## config.mk

```make
export PLATFORM = sky130hd
export DESIGN_NAME = udma_tx_wrr_sched
export DESIGN_NICKNAME = d
export VERILOG_FILES = /design/src/rtl/udma_tx_wrr_sched.sv
export SDC_FILE = /design/constraint.sdc
export NUM_CORES = 1
export LEC_CHECK = 0
export BUFFER_PORTS_ARGS = -buffer_cell sky130_fd_sc_hd__buf_2
export CORE_AREA = 2 2 195 197
export CTS_BUF_LIST = sky130_fd_sc_hd__clkbuf_4 sky130_fd_sc_hd__clkbuf_8 sky130_fd_sc_hd__clkbuf_16
export CTS_CLUSTER_DIAMETER = 80
export CTS_CLUSTER_SIZE = 28
export DETAILED_ROUTE_END_ITERATION = 6
export DIE_AREA = 0 0 197 199
export PLACE_DENSITY = 0.6
export REMOVE_ABC_BUFFERS = 1
export SLEW_MARGIN = 20
export SYNTH_ARGS = -nofsm -noshare
export SYNTH_HDL_FRONTEND = slang
export SYNTH_SLANG_ARGS = --single-unit
```

## constraint.sdc

```tcl
create_clock -name clk_i -period 5.1 [get_ports clk_i]
set_input_delay 1.02 -clock clk_i [delete_from_list [all_inputs] [get_ports clk_i]]
set_output_delay 1.02 -clock clk_i [all_outputs]
set_load 0.02 [all_outputs]
```

## src/rtl/udma_tx_wrr_sched.sv

```systemverilog
// Weighted round-robin scheduler for the uDMA TX L2 read port.
// Limits per-channel outstanding reads with credit counters that responses release.
module udma_tx_wrr_sched #(
    parameter int N_CH         = 16,
    parameter int LOG_N_CH     = 4,
    parameter int WEIGHT_WIDTH = 4,
    parameter int MAX_OUTST    = 4,
    parameter int CREDIT_WIDTH = 3
) (
    input  logic                         clk_i,
    input  logic                         rstn_i,
    input  logic                         cfg_en_i,
    input  logic [N_CH-1:0]              req_i,
    input  logic [N_CH*WEIGHT_WIDTH-1:0] weight_i,
    output logic [N_CH-1:0]              grant_o,
    output logic [LOG_N_CH-1:0]          grant_id_o,
    output logic                         grant_valid_o,
    input  logic                         grant_ack_i,
    input  logic                         resp_i,
    input  logic [LOG_N_CH-1:0]          resp_id_i,
    output logic [N_CH-1:0]              credit_avail_o,
    output logic                         busy_o,
    output logic                         err_o
);

    // Handshake: a grant is transferred on any cycle where grant_valid_o and
    // grant_ack_i are both high; grant_o/grant_id_o are held stable until then.

    typedef enum logic {
        S_IDLE  = 1'b0,
        S_GRANT = 1'b1
    } state_e;

    state_e                  state_q, state_d;
    logic [CREDIT_WIDTH-1:0] outst_q [N_CH];
    logic [CREDIT_WIDTH-1:0] outst_d [N_CH];
    logic [LOG_N_CH-1:0]     owner_q, owner_d;
    logic [LOG_N_CH-1:0]     ptr_q, ptr_d;
    logic [LOG_N_CH-1:0]     next_start;
    logic [WEIGHT_WIDTH-1:0] wt_q, wt_d;
    logic [WEIGHT_WIDTH-1:0] burst_q, burst_d;
    logic [N_CH-1:0]         grant_q, grant_d;
    logic                    err_q, err_set;
    logic                    ack_fire;
    logic [N_CH-1:0]         inc_vec, dec_vec;
    logic [N_CH-1:0]         elig, elig_post;
    logic                    any_outst;
    logic [LOG_N_CH:0]       idle_pick, rel_pick;

    // Returns {found, index} of the first set bit of vec at or after start, wrapping.
    function automatic logic [LOG_N_CH:0] rr_pick(input logic [N_CH-1:0]     vec,
                                                  input logic [LOG_N_CH-1:0] start);
        logic [LOG_N_CH:0] res;
        int                j;
        res = '0;
        for (int k = N_CH - 1; k >= 0; k--) begin
            j = int'(start) + k;
            if (j >= N_CH) j = j - N_CH;
            if (vec[j]) res = {1'b1, LOG_N_CH'(j)};
        end
        return res;
    endfunction

    assign ack_fire = (state_q == S_GRANT) && grant_ack_i;

    always_comb begin
        inc_vec = '0;
        dec_vec = '0;
        for (int i = 0; i < N_CH; i++) begin
            inc_vec[i] = ack_fire && (owner_q == LOG_N_CH'(i));
            dec_vec[i] = resp_i && (resp_id_i == LOG_N_CH'(i));
        end
    end

    // Ack and response on the same channel cancel; a response with nothing
    // outstanding leaves the counter at zero and raises the sticky error.
    always_comb begin
        elig           = '0;
        elig_post      = '0;
        credit_avail_o = '0;
        any_outst      = 1'b0;
        for (int i = 0; i < N_CH; i++) begin
            outst_d[i] = outst_q[i];
            if (inc_vec[i] && !dec_vec[i]) begin
                outst_d[i] = outst_q[i] + 1'b1;
            end else if (!inc_vec[i] && dec_vec[i] && (outst_q[i] != '0)) begin
                outst_d[i] = outst_q[i] - 1'b1;
            end
            credit_avail_o[i] = outst_q[i] < CREDIT_WIDTH'(MAX_OUTST);
            elig[i]           = req_i[i] && credit_avail_o[i];
            elig_post[i]      = req_i[i] && (outst_d[i] < CREDIT_WIDTH'(MAX_OUTST));
            if (outst_q[i] != '0) any_outst = 1'b1;
        end
    end

    assign err_set = resp_i && (outst_q[resp_id_i] == '0) && !inc_vec[resp_id_i];

    assign next_start = (owner_q == LOG_N_CH'(N_CH - 1)) ? '0 : owner_q + 1'b1;
    assign idle_pick  = rr_pick(elig, ptr_q);
    assign rel_pick   = rr_pick(elig_post, next_start);

    always_comb begin
        state_d = state_q;
        owner_d = owner_q;
        ptr_d   = ptr_q;
        wt_d    = wt_q;
        burst_d = burst_q;
        case (state_q)
            S_IDLE: begin
                if (cfg_en_i && idle_pick[LOG_N_CH]) begin
                    state_d = S_GRANT;
                    owner_d = idle_pick[LOG_N_CH-1:0];
                    burst_d = '0;
                    wt_d    = weight_i[int'(idle_pick[LOG_N_CH-1:0])*WEIGHT_WIDTH +: WEIGHT_WIDTH];
                end
            end
            S_GRANT: begin
                if (grant_ack_i) begin
                    if (cfg_en_i && elig_post[owner_q] && (burst_q < wt_q)) begin
                        burst_d = burst_q + 1'b1;
                    end else begin
                        ptr_d = next_start;
                        if (cfg_en_i && rel_pick[LOG_N_CH]) begin
                            owner_d = rel_pick[LOG_N_CH-1:0];
                            burst_d = '0;
                            wt_d    = weight_i[int'(rel_pick[LOG_N_CH-1:0])*WEIGHT_WIDTH +: WEIGHT_WIDTH];
                        end else begin
                            state_d = S_IDLE;
                        end
                    end
                end
            end
            default: state_d = S_IDLE;
        endcase
    end

    always_comb begin
        grant_d = '0;
        if (state_d == S_GRANT) grant_d = N_CH'(1) << owner_d;
    end

    always_ff @(posedge clk_i or negedge rstn_i) begin
        if (!rstn_i) begin
            state_q <= S_IDLE;
            owner_q <= '0;
            ptr_q   <= '0;
            wt_q    <= '0;
            burst_q <= '0;
            grant_q <= '0;
            err_q   <= 1'b0;
            for (int i = 0; i < N_CH; i++) outst_q[i] <= '0;
        end else begin
            state_q <= state_d;
            owner_q <= owner_d;
            ptr_q   <= ptr_d;
            wt_q    <= wt_d;
            burst_q <= burst_d;
            grant_q <= grant_d;
            if (err_set) err_q <= 1'b1;
            for (int i = 0; i < N_CH; i++) outst_q[i] <= outst_d[i];
        end
    end

    assign grant_valid_o = (state_q == S_GRANT);
    assign grant_id_o    = owner_q;
    assign grant_o       = grant_q;
    assign busy_o        = grant_valid_o | any_outst;
    assign err_o         = err_q;

endmodule

```

==> run metrics <==
outcome finished, violations left; violations in the final reports negative setup slack; maximum clock rate 0.191 GHz; clock latency at the later pin of the worst-skew pair 400 ps; Yosys Warn Count 0; Largest stage delay, worst path 600 ps; slowest stage cell, crit path mux4_2; horizontal extent of the die 197 um; cell occurring most often along the worst timing path buf_4; Vias/cell 5.94; Placer Congestion 0.987; Worst setup EP type flop; global route total overflow 0; Iter 0 DRT Violations 1242; CP Cell Sequence buf_4, buf_6, and3b_4, buf_4, a211oi_4, a22oi_2, buf_4, a2bb2oi_1, mux2i_1, mux4_2, a21boi_4, buf_6, nand4_1, or4_4, a31oi_4, buf_4, buf_16, mux2i_2, mux2_4, o22ai_1, a211o_1; global routing usage summed across all routing layers 0.293; port buffer count 127; fraction of synthesis flops using an asynchronous set or reset pin 1.00; starting utilization of the core area 0.344; Least-Margin Pin Slew 931 ps; overall via count from detail_route 15400; antenna violations before repair 1; count of non-filler cells in the finished layout 2600; final net count 2280; setup repair after global routing missed its margin yes; Critical Path Fanout Max 8; Placeable Area 37100 um^2; y dimension of the die 199 um; most repeated cell in the gate-level netlist after synthesis nand2_1; Placement Rows 71; estimated wirelength of the detail-placed design 46500 um; CTS tree built; number of global-route vias before repair 15200; post-synthesis cell type with the largest combined area dfrtp_1; clock sink total 82; largest net degree at the start of global routing 64; worst slew slack as a fraction of its limit 0.380; first-pass GRT wire length 88000 um; Fin. Hold Viols 0; number of setup violations in the final report 12; crit share post-route 1.03; library cells used by synthesis 107; wire length per cell 22.4 um; full die area 39200 um^2; minimum setup slack after placement -903 ps; dominant cells by area after synthesis dfrtp_1 16%, mux2i_1 8.1%, mux4_2 6.9%; clock buffer count from CTS 9; post-place instance area 16700 um^2; critical path class in2reg; Final WS setup -135 ps; total wire length 58200 um; top cell type's share of synthesized area 0.161; antenna cell count 0; IO Count 128; post-route cell area 18600 um^2; worst path arrival time 5500 ps; netlist area before placement 12800 um^2; fraction of layout cells with a size suffix above 1 0.396; post-synthesis register bit count 82; most instantiated flip-flop cell in the synthesis netlist dfrtp_1; drt drc 0; Hold Crit Class reg2reg; Mapped Avg Cell Area 7.99 um^2; number of enable-type register cells in the synthesized netlist 0; Period minus WS final 5230 ps; worst clock skew 17.3 ps; leading post-synthesis cells by instance count 163 x nand2_1, 145 x nor2_1, 104 x mux2i_1; DRT antenna net count 0; deepest level of the CTS H-tree 3; proportion of synthesized chip area in sequential cells 0.161; number of pins exceeding their max-slew limit in the final report 0; CP required 5370 ps; Critical Path Source Type primary input; number of max-capacitance violations reported 0; Synth Instances 1600; CTS root buffer clkbuf_16; clock edge transition at the registers on the reported setup and hold paths 60 ps; cell count after placement 2531; clock tree buffer depth 2; layout overhead on the synthesized area 45.9%; number of iterations in the first detailed-routing pass 5
[cell families after synthesis]
logic type / after synthesis / synth area share
muxes: 161 / 0.166
AOI/OAI and AO/OA: 511 / 0.292
buffers and inverters: 157 / 0.0550
adders and majority gates: 70 / 0.0686
and+or+nand+nor: 573 / 0.225
xor gates and xnor gates: 46 / 0.0327
DFF: 82 / 0.161
[critical path, delay by kind of cell]
kind / cells / cell delay (ps)
simple gates: 3 / 910
compound gates: 7 / 1410
mux: 4 / 1090
buf+inv: 7 / 1070
[routing by layer]
metal	part of all wire	GRT usage	vias up
met3	0.060	0.0419	143
met5	0.00028	0	-
met2	0.46	0.480	639
li1	-	-	7156
met1	0.43	0.376	7503
met4	0.046	0.151	2
[what timing repair did]
action,CTS,global route
setup endpoints to repair,29,22
pin swaps,46,51
buffers inserted,39,14
hold buffers,0,0
gates cloned,2,0
gates resized for setup,148,80
[through the flow]
| stage | setup TNS (ps) | utilization | hold WS (ps) |
|---|---|---|---|
| after floorplan | -22300 | - | 473 |
| final | -710 | 0.502 | 458 |
| after global routing | -3620 | 0.502 | 483 |
| after CTS | 0 | 0.489 | 463 |
| after detailed placement | -21000 | 0.451 | 446 |
| after global placement | -21970 | 0.451 | 442 |
[final timing paths]
check                      cells after the start           from  slack, ps          end
max                                           21   resp_id_i[1]       -130      wt_q[1]
min                                            1          err_o        460        err_o
max reg2reg                                   20  grant_id_o[3]        -50      wt_q[1]
min reg2reg                                    1          err_o        460        err_o
max in group asynchronous                      2         rstn_i       3440  outst_q[28]
min in group asynchronous                      1         rstn_i        760   grant_o[8]
[registers in the layout, indices dropped and copies added (netlist names)]
| signal | count |
|---|---|
| burst_q | 4 |
| outst_q | 48 |
| grant_id_o | 4 |
| ptr_q | 4 |
| grant_o | 16 |
| grant_valid_o | 1 |
| err_o | 1 |
| wt_q | 4 |
[cell type report]
class,count,area (um^2)
sequential,82,2060
tap,474,593
clock inverter,5,85.1
timing repair buffer,582,4330
inverter,85,320
clock buffer,11,240
multi-input combinational,1361,11000
fill,3547,18500
[cells in the final DEF, fill, tap and decap left out, types with 10 or more instances in the layout]
cell / instances
a211oi_1: 12
a211oi_2: 11
a21o_1: 10
a21oi_1: 86
a22o_1: 12
a22oi_1: 10
a31oi_1: 17
and2_1: 21
and3_1: 12
and4_1: 10
buf_12: 12
buf_2: 122
buf_4: 429
buf_6: 15
dfrtp_1: 78
ha_1: 67
inv_1: 79
mux2_2: 16
mux2i_1: 101
mux4_2: 39
nand2_1: 158
nand2b_1: 30
nand3_1: 34
nand4_1: 16
nor2_1: 135
nor2b_1: 28
nor3_1: 17
nor4_1: 11
o211ai_1: 43
o21a_1: 10
o21ai_0: 72
o21ai_1: 12
o22ai_1: 17
o31ai_1: 12
xnor2_1: 39
Power is not shown: default switching activity piles up to over one toggle a cycle in this logic, so the estimate is an artifact.
